===== config.mk =====
export PLATFORM = sky130hd
export DESIGN_NAME = aes_req_arbiter
export DESIGN_NICKNAME = d
export VERILOG_FILES = /design/src/rtl/aes_arb_pkg.sv /design/src/rtl/rr_grant2.sv /design/src/rtl/aes_req_arbiter.sv
export SDC_FILE = /design/constraint.sdc
export NUM_CORES = 1
export LEC_CHECK = 0
export CAP_MARGIN = 15
export CORE_AREA = 8 8 402 404
export DETAILED_ROUTE_END_ITERATION = 8
export DIE_AREA = 0 0 410 412
export PLACE_DENSITY_LB_ADDON = 0.3
export SLEW_MARGIN = 20
export SYNTH_ARGS = -nofsm -noshare
export SYNTH_HDL_FRONTEND = slang
export SYNTH_HIERARCHICAL = 1
export SYNTH_SLANG_ARGS = --single-unit

===== constraint.sdc =====
create_clock -name clk -period 15.4 [get_ports clk]
set_clock_uncertainty 0.2 [all_clocks]
set_input_delay 3.08 -clock clk [delete_from_list [all_inputs] [get_ports clk]]
set_output_delay 3.08 -clock clk [all_outputs]
set_load 0.005 [all_outputs]

===== src/rtl/aes_arb_pkg.sv =====
// Shared types and sizes for the two-requester AES core arbiter.
package aes_arb_pkg;

  localparam int unsigned NREQ  = 2;
  localparam int unsigned AES_W = 128;

  typedef enum logic [2:0] {
    StIdle,
    StCoreRst,
    StStart,
    StWait,
    StResp
  } arb_state_e;

endpackage


===== src/rtl/rr_grant2.sv =====
// Two-way round-robin grant: one-hot grant plus the pointer to use after it.
module rr_grant2
  import aes_arb_pkg::*;
(
  input  logic [NREQ-1:0] req_valid,
  input  logic            prio,
  output logic [NREQ-1:0] gnt,
  output logic            prio_next
);

  always_comb begin
    gnt = req_valid;
    if (&req_valid) begin
      gnt = prio ? 2'b10 : 2'b01;
    end
    // Next pointer favours whoever lost this round.
    prio_next = prio;
    if (gnt[0]) begin
      prio_next = 1'b1;
    end else if (gnt[1]) begin
      prio_next = 1'b0;
    end
  end

endmodule


===== src/rtl/aes_req_arbiter.sv =====
// Shares one AES-128 core between two requesters: round-robin accept, core
// reset/start sequencing, done-or-timeout wait and a valid/ready response.
module aes_req_arbiter
  import aes_arb_pkg::*;
#(
  parameter int unsigned TIMEOUT_CICLOS = 255
) (
  input  logic                   clk,
  input  logic                   rst,
  input  logic [NREQ-1:0]        req_valid,
  output logic [NREQ-1:0]        req_ready,
  input  logic [NREQ*AES_W-1:0]  req_chave,
  input  logic [NREQ*AES_W-1:0]  req_palavra,
  output logic [NREQ-1:0]        resp_valid,
  input  logic [NREQ-1:0]        resp_ready,
  output logic [AES_W-1:0]       resp_cifra,
  output logic                   resp_erro,
  output logic                   core_rst,
  output logic                   core_start,
  output logic [AES_W-1:0]       core_chave,
  output logic [AES_W-1:0]       core_palavra,
  input  logic                   core_done,
  input  logic [AES_W-1:0]       core_cifra,
  output logic                   busy
);

  localparam int unsigned CntW = $clog2(TIMEOUT_CICLOS + 1);
  localparam logic [CntW-1:0] CntLast = CntW'(TIMEOUT_CICLOS - 1);

  arb_state_e       state_q, state_d;
  logic             prio_q;
  logic             dono_q;
  logic [CntW-1:0]  cnt_q;
  logic [AES_W-1:0] chave_q, palavra_q, cifra_q;
  logic             erro_q;
  logic [NREQ-1:0]  resp_valid_q;
  logic             core_rst_q, core_start_q, busy_q;

  logic [NREQ-1:0]  gnt;
  logic             prio_next;
  logic             accept;

  rr_grant2 u_grant (
    .req_valid (req_valid),
    .prio      (prio_q),
    .gnt       (gnt),
    .prio_next (prio_next)
  );

  // The grant is already masked by req_valid, so any grant bit in IDLE is an accept.
  assign req_ready = (state_q == StIdle && !rst) ? gnt : '0;
  assign accept    = (state_q == StIdle) && (|gnt);

  always_comb begin
    state_d = state_q;
    unique case (state_q)
      StIdle:    if (accept) state_d = StCoreRst;
      StCoreRst: state_d = StStart;
      StStart:   state_d = StWait;
      StWait:    if (core_done || cnt_q == CntLast) state_d = StResp;
      StResp:    if (resp_ready[dono_q]) state_d = StIdle;
      default:   state_d = StIdle;
    endcase
  end

  always_ff @(posedge clk or posedge rst) begin
    if (rst) begin
      state_q      <= StIdle;
      prio_q       <= 1'b0;
      dono_q       <= 1'b0;
      cnt_q        <= '0;
      chave_q      <= '0;
      palavra_q    <= '0;
      cifra_q      <= '0;
      erro_q       <= 1'b0;
      resp_valid_q <= '0;
      core_rst_q   <= 1'b1;
      core_start_q <= 1'b0;
      busy_q       <= 1'b0;
    end else begin
      state_q      <= state_d;
      core_rst_q   <= (state_d == StCoreRst);
      core_start_q <= (state_d == StStart);
      busy_q       <= (state_d != StIdle);
      resp_valid_q <= (state_d == StResp) ? (dono_q ? 2'b10 : 2'b01) : 2'b00;

      if (accept) begin
        dono_q    <= gnt[1];
        prio_q    <= prio_next;
        chave_q   <= gnt[1] ? req_chave[2*AES_W-1:AES_W] : req_chave[AES_W-1:0];
        palavra_q <= gnt[1] ? req_palavra[2*AES_W-1:AES_W] : req_palavra[AES_W-1:0];
      end

      if (state_q == StStart) begin
        cnt_q <= '0;
      end else if (state_q == StWait) begin
        cnt_q <= cnt_q + CntW'(1);
      end

      // Done wins over a timeout landing in the same cycle.
      if (state_q == StWait) begin
        if (core_done) begin
          cifra_q <= core_cifra;
          erro_q  <= 1'b0;
        end else if (cnt_q == CntLast) begin
          cifra_q <= '0;
          erro_q  <= 1'b1;
        end
      end
    end
  end

  assign resp_valid   = resp_valid_q;
  assign resp_cifra   = cifra_q;
  assign resp_erro    = erro_q;
  assign core_rst     = core_rst_q;
  assign core_start   = core_start_q;
  assign core_chave   = chave_q;
  assign core_palavra = palavra_q;
  assign busy         = busy_q;

endmodule


# After elaboration in Yosys (flattened, before gate mapping)
# Index checks and enable logic that the tools add are counted.
word_totals:
  ff_bits: 403
  output_inout_bits: 392
  elab_cells: 56
op_classes:
  addsub: 1
  magnitude_cmp: 1
  eq_ne: 8
  mux: 21
  reduce_logical: 13
ops:
  columns: ["cell", "count"]
  rows:
  - ["$mux W128", 4]
  - ["$mux W8", 2]
  - ["$pmux W3 S5", 1]
  - ["$mux W2", 5]
  - ["$eq A3 B2 Y1 const B", 3]
  - ["$mux W3", 3]
  - ["$add A8 B1 Y8 const B", 1]
  - ["$eq A8 B8 Y1 const B", 1]
  - ["$eq A3 B1 Y1 const B", 2]
  - ["$eq A3 B3 Y1 const B", 2]
  - ["$mux W1", 6]
  - ["$reduce_and A2 Y1", 3]
  - ["$reduce_bool A2 Y1", 3]
  - ["$logic_not A3 Y1", 1]
  - ["$reduce_bool A3 Y1", 1]
  - ["$logic_and A1 B1 Y1", 2]
  - ["$lt A1 B2 Y1 const B", 1]
  - ["$reduce_or A2 Y1", 1]
  - ["$logic_not A1 Y1", 1]
  - ["$logic_or A1 B1 Y1", 1]

# Logic depth before layout (Yosys ltp)
logic_depth:
  word_depth: 8
  ltp_mapped: 9

# Cells and area by module
# The synthesis kept the hierarchy.
modules_own_cells:
  columns: ["mod", "n_inst", "cells_per_inst", "area_each_um2", "seq_area_each_um2"]
  rows:
  - ["aes_req_arbiter", 1, 1484, 17036.3, 10085.9]
  - ["rr_grant2", 1, 5, 27.5, 0.0]

# Worst setup path after synthesis
# OpenSTA, ideal clock, no wires.
synth_path:
  path_kind: "input-to-output"
  from: "in rst"
  to: "out req_ready[0]"
  arrival_time_ps: 12314
  required_ps: 12120
  setup_slack_ps: -194
  cell_stages: 2
  path_buffers: 0
  path_cell_list: "inv_1 -> and3_1"
synth_between:
  elab_chain_cells: 3
synth_rtl:
  columns: ["element", "line_no", "text"]
  rows:
  - ["start, declared", "aes_req_arbiter.sv:9", "input logic rst,"]
  - ["$logic_not A1 Y1 (no line)", null, null]
  - ["$logic_and A1 B1 Y1", "aes_req_arbiter.sv:51", "assign req_ready = (state_q == StIdle && !rst) ? gnt : '0;"]
  - ["$mux W2", "aes_req_arbiter.sv:51", null]
  - ["end, declared", "aes_req_arbiter.sv:11", "output logic [NREQ-1:0] req_ready,"]
# Every way passes these cells.

# Worst setup path after layout
# Same ends and word-level chain as after synthesis.

==> impl_metrics.ini <==
[detailed_routing]
vias = 15900
route.detailed.drc = 0
route.antenna.remaining_nets = 0
dr_vias_cell = 3.47
finalWirelength_mm = 119
detailedRoute.firstPassIterationCount = 5
detail_route.wl_per_cell_um = 25.8
dr.first_iter.drc_count = 775

[cts]
clockBufferDepth = 3
clkLatencyLatePin_ns = 0.63
post-cts-setup-buffer-count = 0
htree_num_levels = 2
tritoncts_clock_tree = done
cts_resized = 0
post_cts_hold_buffer_count = 0
clock_pin_slew_on_the_worst_setup_and_hold_paths_ns = 0.05
clock_sinks = 403
cts-buffers-inserted = 56
cts_root_buffer = clkbuf_16

[sta]
final.setup.tns_ns = 0
worst_slew_margin_rel = 0.367
fmax_ghz = 0.122
worstMarginPinSlew_ns = 0.949
min_period_ns = 8.21
slew_violations = 0
timing.final.setup_violations = 0
timing_hold_violations_final = 0
fraction_of_the_cycle_the_final_worst_path_needs = 0.533
rsz_0062_raised_after_global_routing = no

[floorplanning]
fp.coreArea_mm2 = 0.155
start_util = 0.110
die_x_um = 410
floorplan.rows = 145
boundaryPins = 1039
die_y_um = 412
design.die.area_mm2 = 0.169

[cells_and_area]
finish.net_count = 3137
area_growth_syn_to_layout_pct = 84.9
final_util = 0.203
final_common_cell = clkdlybuf4s50_1
commonest_non_fill_non_tap_cells_in_the_layout = clkdlybuf4s50_1 (1038), dfrtp_1 (402), nand2_1 (267)
post_route_cells_drive_above_1_share = 0.0474

[critical_path]
critical-path-max-stage-delay_ns = 0.51
critical_path.cell_chain = clkdlybuf4s50_1 > clkinvlp_4 > and3_1 > clkdlybuf4s50_1
cp_common_cell = clkdlybuf4s50_1
cp_slowest_cell = clkdlybuf4s50_1
critical_path_class = in -> out
crit_path_max_fanout = 25
cp_data_arrival_time_ns = 4.93
critPathCaptureType = output pin
worstPathRequired_ns = 12.12
crit_path_start_kind = input port

[placement]
hpwl_mm = 97.4
gp_congestion = 0.818
portBuffers = 1038

[grt]
grt_remaining_overflow = 0
first_global_vias = 16700
antenna_violations_before_repair = 63
grt_util_all_layers = 0.132
grt_max_degree = 203
grt_first_pass_wirelength_mm = 154

[yosys]
synth_cells = 1489
synth.area.top_cells = dfrtp_1 (59%), mux2i_1 (15%), a22o_1 (6.7%)
synth_async_sr_flop_share = 1.00
synth_top_family_by_area = multiplexers
yosysWarningCount = 6
yosys.area.top_type = dfrtp_1
avgSynthCellArea_um2 = 11.5
synth_cell_type_count = 37
synth_xor_area_frac = 0.00103
synth.cell_area_mm2 = 0.0171
number_of_enable_type_register_cells_in_the_synthesized_netlist = 0
synthMuxAreaShare = 0.151
netlist.area_leader.share = 0.590
postSynthRegisterBits = 403
synth_simple_gate_area_frac = 0.0685
synthesized_area_fraction_occupied_by_adder_cells = 0.00147
synth_compound_area_frac = 0.149
synth_seq_area_share = 0.591
post_synthesis_net_count = 2138
synth-main-ff-cell = dfrtp_1

[pwr]
fin_total_pwr_w = 0.00567
power_density_mw_per_mm2 = 180
vdd_drop_max_uv = 91.0
leakage_power_figure_nw = 12.9

[run_status]
run_status = complete, no violations

[worst_hold_path]
min-delay-path-class = reg -> reg

[run]
max_cap_violations = 0
critical path, delay by kind of cell:
family	cells	cell delay, ns
AND/OR/NAND/NOR	1	0.40
buffers and inverters	3	1.45
per-stage QoR:
step                instance area (µm²)  setup WS [ns]  hold slack, ns  instances
detailed placement                29600           7.09           0.270       4488
finish                            31500           7.19           0.277       4599
global route                      31500           7.03           0.301       4590
floorplan                         17100           2.17           0.262       1489
CTS                               31500           7.09           0.283       4587
global placement                  29600           7.11           0.262       4488
cell families after synthesis:
| family | after synthesis |
|---|---|
| AOI/OAI and AO/OA | 405 |
| DFF | 403 |
| and+or+nand+nor | 295 |
| muxes | 258 |
| buffers and inverters | 124 |
| xor gates and xnor gates | 2 |
| adders and majority gates | 2 |
registers in the layout (all words and copies together), names as in the netlist:
signal / flops
cnt_q: 8
resp_valid: 2
resp_erro: 1
resp_cifra: 128
state_q: 3
core_chave: 128
dono_q: 1
core_start: 1
prio_q: 1
core_rst: 1
core_palavra: 128
busy: 1
final timing paths:
kind	start	to	slack [ns]	depth (start not counted)
hold / removal	core_palavra[98]	core_palavra[98]	0.28	2
setup reg to reg	prio_q	core_chave[79]	11.60	8
setup / recovery	rst	req_ready[0]	7.19	4
hold reg to reg	core_palavra[98]	core_palavra[98]	0.28	2
max in group asynchronous	rst	core_chave[45]	8.56	6
min in group asynchronous	rst	core_palavra[41]	2.67	2
metal layers:
metal / vias to the layer above / global-route usage / routed length [µm]
li1: 7280 / - / -
met1: 7793 / 0.149 / 45000
met2: 669 / 0.240 / 60900
met3: 178 / 0.0492 / 10200
met4: 18 / 0.0238 / 2300
met5: - / 0 / 121
report_power, final:
part	switching, W	internal [W]	leakage, nW
Sequential	0.000291	0.00155	5.04
Combinational	0.00116	0.00131	6.91
Clock	0.000542	0.000815	0.934
Total	0.00200	0.00367	12.9
layout make-up:
type                            count  area [µm²]
Multi-Input combinational cell    962        6360
Antenna cell                       12        30.0
Clock inverter                     17         224
Fill cell                       17000      124000
Inverter                            6        26.3
Timing Repair Buffer             1059       10600
Tap cell                         2058        2570
Sequential cell                   403       10100
Clock buffer                       82        1670
cell usage after synthesis (2+ instances only):
master	n
nand3_1	3
o21ai_0	160
o21ai_1	103
inv_1	6
buf_4	2
a21o_1	2
nor2_1	7
and3_1	3
dfrtp_1	402
xnor2_1	2
buf_2	55
buf_6	13
a21oi_1	3
ha_1	2
nand2_1	267
mux2i_1	258
a22o_1	131
clkbuf_1	48
nor3_1	4
No activity file was read; power rests on OpenSTA's default activity.
